## src/rtl/frame_pkg.sv

```systemverilog
// ---------------------------------------------------------------------------
// frame_pkg
// Shared constants and helpers for the frame-write ordering controller.
//   ADDR_W_DEF       default DDR address width
//   BANK_STRIDE_DEF  default address distance between frame banks
//   CH_OFFSET_DEF    default per-channel offsets inside a bank (ch0 in LSBs)
//   bankWidth()      width of a bank index: clog2(n) with a minimum of 1
// ---------------------------------------------------------------------------
package frame_pkg;

  localparam int ADDR_W_DEF = 28;

  localparam logic [27:0] BANK_STRIDE_DEF = 28'h010_0000;

  localparam logic [111:0] CH_OFFSET_DEF = {28'h003_8680, 28'h003_8400,
                                            28'h000_0280, 28'h000_0000};

  // A two-bank design still needs one bit to tell the banks apart.
  function automatic int bankWidth(input int n);
    return (n <= 2) ? 1 : $clog2(n);
  endfunction

endpackage

```

## src/rtl/vs_sync_edge.sv

```systemverilog
// ---------------------------------------------------------------------------
// vs_sync_edge
// Brings one raw VSYNC line into the clk_i domain and emits a single-cycle
// pulse for each rising edge.
//   clk_i   sampling clock
//   rst_ni  asynchronous active-low reset
//   vs_i    raw VSYNC, asynchronous to clk_i
//   pos_o   registered one-cycle rising-edge pulse
// Latency: a rise captured at edge t produces pos_o high after edge t+2.
// ---------------------------------------------------------------------------
module vs_sync_edge (
  input  logic clk_i,
  input  logic rst_ni,
  input  logic vs_i,
  output logic pos_o
);

  logic sync1_q;
  logic sync2_q;
  logic prev_q;
  logic pos_q;

  // Two metastability stages, then a history bit and a registered edge pulse
  // so the consumer sees a clean, glitch-free strobe.
  always_ff @(posedge clk_i or negedge rst_ni) begin
    if (!rst_ni) begin
      sync1_q <= 1'b0;
      sync2_q <= 1'b0;
      prev_q  <= 1'b0;
      pos_q   <= 1'b0;
    end else begin
      sync1_q <= vs_i;
      sync2_q <= sync1_q;
      prev_q  <= sync2_q;
      pos_q   <= sync2_q & ~prev_q;
    end
  end

  assign pos_o = pos_q;

endmodule

```

## src/rtl/frame_order_gen_n.sv

```systemverilog
// ---------------------------------------------------------------------------
// frame_order_gen_n
// Frame-write ordering controller. Each enabled channel's VSYNC raises a
// one-frame write request; once every enabled channel has completed its
// frame the write bank rotates through BUF_NUM banks and the finished bank
// is published to the read side.
//
// Ports
//   axi_aclk          sole clock
//   axi_aresetn       asynchronous active-low reset
//   img_vs            raw per-channel VSYNC (asynchronous)
//   ch_en             channel enable mask, sampled only at frame boundaries
//   write_req         per-channel level request to the write masters
//   write_done        per-channel one-cycle completion pulse
//   write_start_addr  per-channel start address in the current write bank
//   write_bank        bank currently being written
//   read_bank         last fully written bank
//   read_valid        set once the first bank has completed
//   frame_swap        one-cycle pulse on every bank rotation
//   drop_cnt          per-channel saturating dropped-VSYNC counters
//
// Build option: define FRAME_DROP_CNT_EN to add the drop_cnt port and its
// counters; without it the port and logic are absent.
// ---------------------------------------------------------------------------
module frame_order_gen_n
  import frame_pkg::*;
#(
  parameter int                         CH_NUM      = 4,
  parameter int                         BUF_NUM     = 2,
  parameter int                         ADDR_W      = ADDR_W_DEF,
  parameter logic [ADDR_W-1:0]          BANK_STRIDE = BANK_STRIDE_DEF,
  parameter logic [CH_NUM*ADDR_W-1:0]   CH_OFFSET   = CH_OFFSET_DEF,
  localparam int                        BANK_W      = bankWidth(BUF_NUM)
) (
  input  logic                       axi_aclk,
  input  logic                       axi_aresetn,
  input  logic [CH_NUM-1:0]          img_vs,
  input  logic [CH_NUM-1:0]          ch_en,
  output logic [CH_NUM-1:0]          write_req,
  input  logic [CH_NUM-1:0]          write_done,
  output logic [CH_NUM*ADDR_W-1:0]   write_start_addr,
  output logic [BANK_W-1:0]          write_bank,
  output logic [BANK_W-1:0]          read_bank,
  output logic                       read_valid,
  output logic                       frame_swap
`ifdef FRAME_DROP_CNT_EN
  ,
  output logic [CH_NUM*8-1:0]        drop_cnt
`endif
);

  logic [CH_NUM-1:0] vsPos;

  logic [CH_NUM-1:0] writeReq_q,  writeReq_d;
  logic [CH_NUM-1:0] doneMask_q,  doneMask_d;
  logic [CH_NUM-1:0] enMask_q,    enMask_d;
  logic [BANK_W-1:0] writeBank_q, writeBank_d;
  logic [BANK_W-1:0] readBank_q,  readBank_d;
  logic              readValid_q, readValid_d;
  logic              frameSwap_q, frameSwap_d;

  logic              allDone;
  logic [CH_NUM-1:0] acceptDone;
  logic [CH_NUM-1:0] maskAfterSwap;
  logic [CH_NUM-1:0] setReq;

  // One synchroniser/edge detector per channel.
  for (genvar g = 0; g < CH_NUM; g++) begin : gSync
    vs_sync_edge uSync (
      .clk_i  (axi_aclk),
      .rst_ni (axi_aresetn),
      .vs_i   (img_vs[g]),
      .pos_o  (vsPos[g])
    );
  end

  // Request/completion bookkeeping and bank rotation. A swap clears the done
  // mask in the same cycle it is taken, so a VSYNC arriving on that cycle is
  // judged against the fresh bank. Only dones that answer an outstanding
  // request count; the same qualified done is what clears the request, so a
  // stray done can never cancel a new request.
  always_comb begin
    allDone       = (&(doneMask_q | ~enMask_q)) && (|enMask_q);
    acceptDone    = write_done & writeReq_q;
    maskAfterSwap = allDone ? '0 : doneMask_q;
    setReq        = vsPos & enMask_q & ~maskAfterSwap & ~writeReq_q;

    writeReq_d    = (writeReq_q | setReq) & ~acceptDone;
    doneMask_d    = maskAfterSwap | acceptDone;

    enMask_d      = enMask_q;
    if (allDone || ((doneMask_q == '0) && (writeReq_q == '0))) begin
      enMask_d = ch_en;
    end

    writeBank_d   = writeBank_q;
    readBank_d    = readBank_q;
    readValid_d   = readValid_q;
    frameSwap_d   = allDone;
    if (allDone) begin
      writeBank_d = (writeBank_q == BANK_W'(BUF_NUM - 1)) ? '0 : writeBank_q + 1'b1;
      readBank_d  = writeBank_q;
      readValid_d = 1'b1;
    end
  end

  // State registers; reset returns the whole controller to bank 0 at once.
  always_ff @(posedge axi_aclk or negedge axi_aresetn) begin
    if (!axi_aresetn) begin
      writeReq_q  <= '0;
      doneMask_q  <= '0;
      enMask_q    <= '0;
      writeBank_q <= '0;
      readBank_q  <= '0;
      readValid_q <= 1'b0;
      frameSwap_q <= 1'b0;
    end else begin
      writeReq_q  <= writeReq_d;
      doneMask_q  <= doneMask_d;
      enMask_q    <= enMask_d;
      writeBank_q <= writeBank_d;
      readBank_q  <= readBank_d;
      readValid_q <= readValid_d;
      frameSwap_q <= frameSwap_d;
    end
  end

  // Start address is derived straight from the registered bank index.
  for (genvar g = 0; g < CH_NUM; g++) begin : gAddr
    assign write_start_addr[g*ADDR_W +: ADDR_W] =
      ADDR_W'(writeBank_q) * BANK_STRIDE + CH_OFFSET[g*ADDR_W +: ADDR_W];
  end

  assign write_req  = writeReq_q;
  assign write_bank = writeBank_q;
  assign read_bank  = readBank_q;
  assign read_valid = readValid_q;
  assign frame_swap = frameSwap_q;

`ifdef FRAME_DROP_CNT_EN
  logic [CH_NUM-1:0]      dropped;
  logic [CH_NUM-1:0][7:0] dropCnt_q, dropCnt_d;

  // A VSYNC on an enabled channel that is already busy or already finished
  // for this bank is lost; count it, saturating at 255.
  always_comb begin
    dropped   = vsPos & enMask_q & (maskAfterSwap | writeReq_q);
    dropCnt_d = dropCnt_q;
    for (int i = 0; i < CH_NUM; i++) begin
      if (dropped[i] && (dropCnt_q[i] != 8'hFF)) begin
        dropCnt_d[i] = dropCnt_q[i] + 8'd1;
      end
    end
  end

  // Counters are cleared only by reset.
  always_ff @(posedge axi_aclk or negedge axi_aresetn) begin
    if (!axi_aresetn) begin
      dropCnt_q <= '0;
    end else begin
      dropCnt_q <= dropCnt_d;
    end
  end

  assign drop_cnt = dropCnt_q;
`endif

endmodule

```

## config.mk

```make
export PLATFORM = sky130hd
export DESIGN_NAME = frame_order_gen_n
export DESIGN_NICKNAME = d
export VERILOG_FILES = /design/src/rtl/frame_pkg.sv /design/src/rtl/vs_sync_edge.sv /design/src/rtl/frame_order_gen_n.sv
export SDC_FILE = /design/constraint.sdc
export NUM_CORES = 1
export LEC_CHECK = 0
export ABC_AREA = 1
export BUFFER_PORTS_ARGS = -buffer_cell sky130_fd_sc_hd__buf_2
export CORE_ASPECT_RATIO = 0.75
export CORE_MARGIN = 1
export CORE_UTILIZATION = 45
export DETAILED_ROUTE_END_ITERATION = 10
export GPL_ROUTABILITY_DRIVEN = 0
export PLACE_DENSITY = 0.85
export SYNTH_ARGS = -nofsm -noshare
export SYNTH_HDL_FRONTEND = slang
export SYNTH_SLANG_ARGS = --single-unit
```

## constraint.sdc

```tcl
create_clock -name axi_aclk -period 1.9 [get_ports axi_aclk]
set_clock_uncertainty 0.2 [all_clocks]
set_input_delay 0 -clock axi_aclk [delete_from_list [all_inputs] [get_ports axi_aclk]]
set_output_delay 0 -clock axi_aclk [all_outputs]
set_load 0.02 [all_outputs]
```

==> summary.txt, run 1 <==
Run status
  • Run status: complete, no violations

Worst setup path
  • Critical Path AT: 1.62 ns
  • Top delay family on crit path: simple AND/OR/NAND/NOR gates
  • CP max FO: 12
  • Most frequent CP cell: nand2_1
  • WP buf/inv: 2
  • CP max-delay cell: dfrtp_1
  • Cell-by-cell trace of the critical path: inv_1 > nand2_1 > nand2_1 > nor2_1 > nand2_1 > inv_1 > or2_2
  • CP Class: flop to flop
  • Worst EP required: ~1.9 ns
  • Nature of the critical path endpoint: flop
  • CP Launch Type: flop
  • CP max stage delay: 0.38 ns

Final layout
  • # diodes: 0
  • Fraction of layout cells with a size suffix above 1: 12.3%
  • Filler Cell Count: about 400
  • Final nets: 282
  • Non-filler cells in the finished layout: 324
  • Seq. cell area: between 800 and 900 um^2
  • Multi-input gate area: 663 um^2
  • P&R area growth vs syn: -1.13%

Logic synthesis
  • Post-synth EDFFs: 0
  • Sequential element share of the synthesized area: 40.1%
  • Yosys top cell area share: 42.1%
  • Syn Area/Cell: about 8.7 um^2
  • FF+latch count, synth: 32
  • Post-Syn Instances: 230
  • Synth unique cells: 12
  • Most frequent cell after synthesis: buf_4
  • Main flop type after synthesis: dfrtp_1
  • Mapped cell area: between 1500 and 2000 um^2
  • Async set or reset register ratio after synthesis: 100%
  • Synth area leader: buf_4
  • Ys Warns: 0
  • Top cells by count, synth: buf_4 (112), nand2_1 (39), dfrtp_1 (32)
  • Top post-synthesis cells by area: buf_4 (42%), dfrtp_1 (40%), nand2_1 (7.3%)

Floorplan
  • Core area: between 4000 and 5000 um^2
  • I/O pin count: 134
  • Die Ht: 59.7 um
  • Die W: 78.9 um
  • Starting Density: 48.1%
  • Std-Cell Rows: 20
  • Die area: 4710 um^2

CTS
  • CTS root buf: clkbuf_8
  • Clock Path Buffers: 2
  • Post-CTS Setup Repair Bufs: 0
  • H-tree depth: 2
  • CTS tree: yes
  • Post-CTS sizing: 0
  • Sink Count: 32
  • Worst skew pair latency: roughly 0.28 ns
  • Clock-pin transition on the worst setup and hold timing paths: 0.07 ns
  • Post-CTS Hold Buffers: 13
  • Total CTS buffers: 5

Power
  • Power per Cell Area: ~1300 nW/um^2
  • Lkg Pwr: 1.21 nW
  • Worst VDD drop: around 0.7 mV

STA
  • Unrepaired setup endpoints after global routing: false
  • Least-Margin Pin Slew: 0.708 ns
  • Fin crit share: 87.1%
  • Maximum clock rate: 0.604 GHz
  • Setup violators final: 0
  • Setup TNS: 0 ns
  • Min cycle time layout: 1.65 ns
  • Fin. max-slew vios: 0
  • Final Hold Viols: 0
  • Relative slew slack: 52.8%

Detailed routing
  • Initial DRC Count: 73
  • Routed wire per std cell: 8.51 um
  • Vias per cell: 3.48
  • Vias after detailed routing: ~1100
  • DRC violations left: 0
  • Final ANT Viol Nets: 0
  • Routed Wire Length: approximately 2.8 mm
  • Iteration count of the initial detailed-routing pass: 4

Job
  • Max-cap violations: 0

Place
  • DP HPWL: 1.85 mm
  • Placed insts: 303
  • Port Buffers: 25

GRT
  • First-pass GRT wire length: 3.90 mm
  • Total GRT Usage: 11.8%
  • Pin count of the biggest net entering global routing: 33
  • Initial antenna violation count: 0
  • Number of global-route vias before repair: 850
  • Grt ovf: 0

Hold path
  • Hold WC Path Type: primary input to async pin
registers in the layout, indices dropped and copies added (netlist names):
register	count
gSync.uSync.prev_q	4
read_valid	1
gSync.uSync.sync2_q	4
enMask_q	4
frame_swap	1
gSync.uSync.sync1_q	4
gSync.uSync.pos_o	4
read_bank	1
doneMask_q	4
write_bank	1
write_req	4
stage by stage:
stage / utilization, % / worst slack (ns) / hold WS, ns / area, um^2 / total power (W)
floorplan: - / 0.586 / -0.496 / 2390 / 0.00191
global placement: 41.8 / 0.357 / -0.126 / 1740 / 0.00184
detailed placement: 41.8 / 0.296 / -0.109 / 1740 / 0.00187
CTS: 47.5 / 0.277 / 0.115 / 1970 / 0.00254
global route: 47.5 / 0.154 / 0.137 / 1970 / 0.00271
finish: 47.5 / 0.245 / 0.0975 / 1970 / 0.00253
cell usage in the layout, fill, tap and decap left out:
master / count
clkinv_2: 1
dlygate4sd3_1: 13
nor2_1: 7
xnor2_1: 1
dfrtp_1: 32
or2_2: 1
bufinv_16: 1
nand3_1: 8
buf_2: 25
clkbuf_8: 5
o21ai_0: 4
inv_1: 21
clkbuf_1: 1
nor3_1: 2
nand2_1: 39
conb_1: 108
path summary, 6_finish.rpt:
path,cells after the start,slack [ns],end,from
max,7,0.25,read_valid,doneMask_q[2]
min,2,0.1,gSync[1].uSync.sync1_q,axi_aresetn
max reg2reg,7,0.25,read_valid,doneMask_q[2]
min reg2reg,0,0.15,gSync[0].uSync.sync2_q,gSync[0].uSync.sync1_q
max in group asynchronous,2,0.94,write_bank,axi_aresetn
min in group axi_aclk,0,0.15,gSync[0].uSync.sync2_q,gSync[0].uSync.sync1_q
worst reg2reg max path, delay by kind of cell (launching register included):
| kind | cells | cell delay, ns |
|---|---|---|
| flops | 1 | 0.38 |
| buf+inv | 2 | 0.21 |
| simple gates | 5 | 0.75 |
logic make-up (layout without fill, tap and decap cells):
group	Yosys count	count (layout)	synth area share, %
other	2	108	0.376
and+or+nand+nor	57	57	11.5
AOI/OAI and AO/OA	4	4	1.00
buffers and inverters	134	67	46.6
xor gates and xnor gates	1	1	0.439
DFF	32	32	40.1
routing by layer:
layer	part of all wire [%]	wire length (um)	vias to the layer above	GRT usage [%]
met5	0	0	-	0
met4	0.51	14	0	3.90
met3	8.7	240	2	6.72
met2	55	1510	74	20.2
met1	36	995	513	12.4
li1	-	-	539	-
where the power goes:
part / internal (W) / switching [W] / leakage (nW)
Combinational: 0.000256 / 0.000680 / 0.763
Clock: 0.000389 / 0.000248 / 0.0552
Sequential: 0.000836 / 0.000119 / 0.392
Total: 0.00148 / 0.00105 / 1.21
cell type report:
type,instances,area share (%)
flip-flops and latches,32,40.6
multi-input cells,170,33.6
repair buffers,38,12.9
inverters,21,3.99
clock buffers,6,3.68
well taps,55,3.49
clock inverters,2,1.77
No activity file was read; power rests on OpenSTA's default activity.
==> inputs of run 2 (changes only) <==
Settings changed: CORE_ASPECT_RATIO 0.75 to 1.25, MAX_ROUTING_LAYER set to met4.
==> summary.txt, run 2 (synthesis gave the netlist of run 1 again) <==
Run status
  • Run status: complete, no violations

Worst setup path
  • CP Class: flop to flop
  • Critical Path AT: about 1.6 ns
  • Most frequent CP cell: nand2_1
  • CP max FO: 12
  • CP max-delay cell: dfrtp_1
  • Worst EP required: 1.87 ns
  • WP buf/inv: 2
  • CP Launch Type: flop
  • Nature of the critical path endpoint: flop
  • Cell-by-cell trace of the critical path: inv_1 > nand2_1 > nand2_1 > nor2_1 > nand2_1 > inv_1 > or2_2
  • Top delay family on crit path: simple AND/OR/NAND/NOR gates
  • CP max stage delay: 0.38 ns

CTS
  • Worst skew pair latency: 0.29 ns
  • Clock-pin transition on the worst setup and hold timing paths: 0.07 ns
  • CTS tree: yes
  • Total CTS buffers: 5
  • H-tree depth: 2
  • Sink Count: 32
  • Post-CTS sizing: 0
  • Clock Path Buffers: 2
  • CTS root buf: clkbuf_8

Final layout
  • Non-filler cells in the finished layout: 325
  • P&R area growth vs syn: -1.82%
  • Commonest non-fill, non-tap cell in the layout: conb_1
  • Fraction of layout cells with a size suffix above 1: about an eighth
  • Final Instance Area: 1960 um^2
  • Final nets: 282
  • # diodes: 0
  • Most frequent cells in the layout: conb_1 (108), nand2_1 (39), dfrtp_1 (32)

Floorplan
  • Die W: slightly above 60 um
  • Die Ht: approximately 76 um
  • Core area: 4160 um^2
  • I/O pin count: between 100 and 150
  • Starting Density: a little under half
  • Die area: 4710 um^2
  • Std-Cell Rows: 26

Detailed routing
  • DRC violations left: 0
  • Iteration count of the initial detailed-routing pass: 4
  • Vias per cell: 3.48
  • Routed wire per std cell: 7.56 um
  • Vias after detailed routing: 1130
  • Initial DRC Count: between 40 and 50
  • Routed Wire Length: 2.46 mm
  • Final ANT Viol Nets: 0

STA
  • Setup violators final: 0
  • Setup ws final: 0.258 ns
  • Fin. max-slew vios: 0
  • Final Hold Viols: 0
  • Relative slew slack: 54.2%
  • Fin crit share: 86.4%
  • Maximum clock rate: slightly above 0.6 GHz
  • Setup TNS: 0 ns
  • Min cycle time layout: 1.64 ns
  • Unrepaired setup endpoints after global routing: false
  • Least-Margin Pin Slew: 0.687 ns

GRT
  • GR Util met2: between 15 and 20%
  • Pin count of the biggest net entering global routing: 33
  • Layer with the highest usage: met2
  • Number of global-route vias before repair: between 800 and 900
  • Met3 Track Usage GR: about 5.3%
  • Total GRT Usage: 10.6%
  • Met1 GRT Util: 11.5%
  • First-pass GRT wire length: between 3 and 4 mm
  • Initial antenna violation count: 0
  • Grt ovf: 0

Place
  • Place WS: 0.296 ns
  • Placed insts: just over 300
  • Post-DP Area: 1740 um^2
  • DP HPWL: around 1.8 mm
  • Port Buffers: 25

Job
  • Max-cap violations: 0

Power
  • Overall Power: 0.00243 W
  • Lkg Pwr: 1.21 nW
  • Worst VDD drop: 0.498 mV
  • Power per Cell Area: 1240 nW/um^2

Hold path
  • Hold WC Path Type: primary input to async pin
[run 2: cell count changes in the layout (fill, tap and decap cells not counted), sizes merged]
cell and change:
clkinv +1, bufinv -1
[run 2: path summary, 6_finish.rpt]
path | slack [ns] | start | cells after the start | to
setup / recovery | 0.26 | doneMask_q[2] | 7 | read_valid
hold / removal | 0.1 | axi_aresetn | 2 | write_req[0]
setup reg to reg | 0.26 | doneMask_q[2] | 7 | read_valid
hold reg to reg | 0.15 | gSync[3].uSync.sync1_q | 0 | gSync[3].uSync.sync2_q
max in group asynchronous | 0.95 | axi_aresetn | 2 | gSync[0].uSync.sync2_q
min in group axi_aclk | 0.15 | gSync[3].uSync.sync1_q | 0 | gSync[3].uSync.sync2_q
[run 2: what timing repair did]
action,CTS,global route
endpoints found under the hold margin,48,0
hold buffers,13,0
buffers inserted,0,0
[run 2: final cells by class]
type | count | area (um^2)
Timing Repair Buffer | 38 | 255
Clock buffer | 6 | 82.6
Inverter | 21 | 78.8
Sequential cell | 32 | 801
Tap cell | 56 | 70.1
Clock inverter | 2 | 10.0
Fill cell | 414 | 2200
Multi-Input combinational cell | 170 | 663
[run 2: per-stage QoR]
step / util, % / hold WS [ns]
6_report: 47.1 / 0.0982
3_3_place_gp: 41.7 / -0.125
4_1_cts: 47.1 / 0.0992
3_5_place_dp: 41.7 / -0.123
5_1_grt: 47.1 / 0.148
2_1_floorplan: - / -0.496
[run 2: report_power, final]
part	switching (W)	internal, W	leakage (nW)	total [W]
clock	0.000240	0.000288	0.0510	0.000528
combinational	0.000682	0.000256	0.763	0.000938
sequential	0.000125	0.000836	0.392	0.000961
[run 2: per-layer routing]
metal / up-vias / part of all wire (%)
li1: 538 / -
met1: 502 / 38
met3: 8 / 10
met5: - / 0
met2: 82 / 49
met4: 0 / 2.2
==> inputs of run 3 (changes only) <==
Settings changed: MAX_ROUTING_LAYER met4 to not set.
==> summary.txt, run 3 (synthesis gave the netlist of run 1 again) <==
Run status
  • Run status: complete, no violations

Floorplan
  • Die W: 61.6 um
  • Die area: 4710 um^2
  • I/O pin count: 134
  • Starting Density: 48.0%
  • Die Ht: about 76 um
  • Core area: approximately 4200 um^2
  • Std-Cell Rows: 26

Detailed routing
  • Iteration count of the initial detailed-routing pass: 4
  • Initial DRC Count: 47
  • Routed Wire Length: 2.45 mm
  • Vias after detailed routing: 1130
  • DRC violations left: 0
  • Routed wire per std cell: 7.55 um
  • Final ANT Viol Nets: 0
  • Vias per cell: 3.48

Final layout
  • Commonest non-fill, non-tap cell in the layout: conb_1
  • Final nets: 282
  • Filler Cell Count: 414
  • P&R area growth vs syn: -1.82%
  • Most frequent cells in the layout: conb_1 (108), nand2_1 (39), dfrtp_1 (32)
  • # diodes: 0
  • Multi-input gate area: between 600 and 700 um^2
  • Final Instance Area: 1960 um^2
  • Seq. cell area: 801 um^2
  • Fraction of layout cells with a size suffix above 1: between 10% and 20%

Power
  • Clk pwr share: 21.8%
  • P_int: 0.00138 W
  • Combinational power share: 38.7%
  • Sw Ratio: 43.1%
  • Power per Cell Area: roughly 1200 nW/um^2
  • Overall Power: ~0.0024 W
  • Lkg Pwr: 1.21 nW
  • Register share of total power: 39.6%
  • Worst VDD drop: 0.498 mV
  • Sw power: roughly 0.0010 W

Worst setup path
  • CP Launch Type: flop
  • Reg2reg setup slack: 0.26 ns
  • Nature of the critical path endpoint: flop
  • Critical Path AT: ~1.6 ns
  • Worst EP required: 1.87 ns
  • CP max FO: 12
  • CP Class: flop to flop

Hold path
  • Hold WC Path Type: primary input to async pin

STA
  • Final Hold Viols: 0
  • Fin crit share: 86.4%
  • Maximum clock rate: 0.609 GHz
  • Unrepaired setup endpoints after global routing: false
  • Setup ws final: 0.258 ns
  • Setup TNS: 0 ns
  • Relative slew slack: 54.2%
  • Least-Margin Pin Slew: 0.687 ns
  • Fin Hold WS: 0.0981 ns
  • Setup violators final: 0
  • Fin. max-slew vios: 0
  • Min cycle time layout: 1.64 ns

Place
  • Post-DP Area: ~1700 um^2
  • DP HPWL: between 1.5 and 2 mm
  • Place WS: just under 0.3 ns
  • Port Buffers: 25

CTS
  • Total CTS buffers: 5
  • Post-CTS sizing: 0
  • Clock Path Buffers: 2
  • CTS tree: yes
  • H-tree depth: 2
  • CTS root buf: clkbuf_8
  • Sink Count: 32
  • Clock-pin transition on the worst setup and hold timing paths: 0.07 ns
  • Post-CTS Hold Buffers: 13
  • Worst skew pair latency: 0.29 ns
  • Post-CTS Setup Repair Bufs: 0

GRT
  • Number of global-route vias before repair: 853
  • Total GRT Usage: 10.4%
  • Pin count of the biggest net entering global routing: 33
  • First-pass GRT wire length: between 3 and 4 mm
  • Grt ovf: 0
  • Initial antenna violation count: 0

Job
  • Max-cap violations: 0
==> run 3: worst paths after layout <==
kind                       cells past startpoint              startpoint                     end
min in group axi_aclk                          0  gSync[3].uSync.sync1_q  gSync[3].uSync.sync2_q
max in group asynchronous                      2             axi_aresetn  gSync[0].uSync.sync2_q
setup reg to reg                               7           doneMask_q[2]              read_valid
setup / recovery                               7           doneMask_q[2]              read_valid
hold / removal                                 2             axi_aresetn            write_req[0]
hold reg to reg                                0  gSync[3].uSync.sync1_q  gSync[3].uSync.sync2_q
==> run 3: worst max-delay path, cell delays in order (launching register included) <==
cell and delay, ns:
dfrtp_1 0.38, inv_1 0.07, nand2_1 0.05, nand2_1 0.07, nor2_1 0.04, nand2_1 0.30, inv_1 0.12, or2_2 0.28
==> run 3: metrics by stage <==
stage                     utilization (%)  instances
after floorplan                         -        336
after global placement               41.7        304
after detailed placement             41.7        304
after CTS                            47.1        325
after global routing                 47.1        325
final                                47.1        325
==> run 3: power groups by stage <==
| stage | Sequential [W] | Combinational [W] | Clock (W) |
|---|---|---|---|
| finish | 0.000961 | 0.000938 | 0.000528 |
| floorplan | 0.00101 | 0.000894 | 0 |
| CTS | 0.000958 | 0.000930 | 0.000545 |
| detailed placement | 0.000969 | 0.000907 | 0 |
| global placement | 0.000961 | 0.000870 | 0 |
| global route | 0.000987 | 0.00106 | 0.000577 |
==> run 3: cell type report <==
type / count / share of cell area, %
flip-flops and latches: 32 / 40.8
multi-input cells: 170 / 33.8
repair buffers: 38 / 13.0
clock buffers: 6 / 4.21
inverters: 21 / 4.02
well taps: 56 / 3.57
clock inverters: 2 / 0.511
==> run 3: metal layers <==
layer  global-route usage [%]  part of all wire [%]
met1                     11.4                    38
met2                     15.3                    49
met3                     5.43                    11
met4                     6.44                   2.2
met5                        0                     0
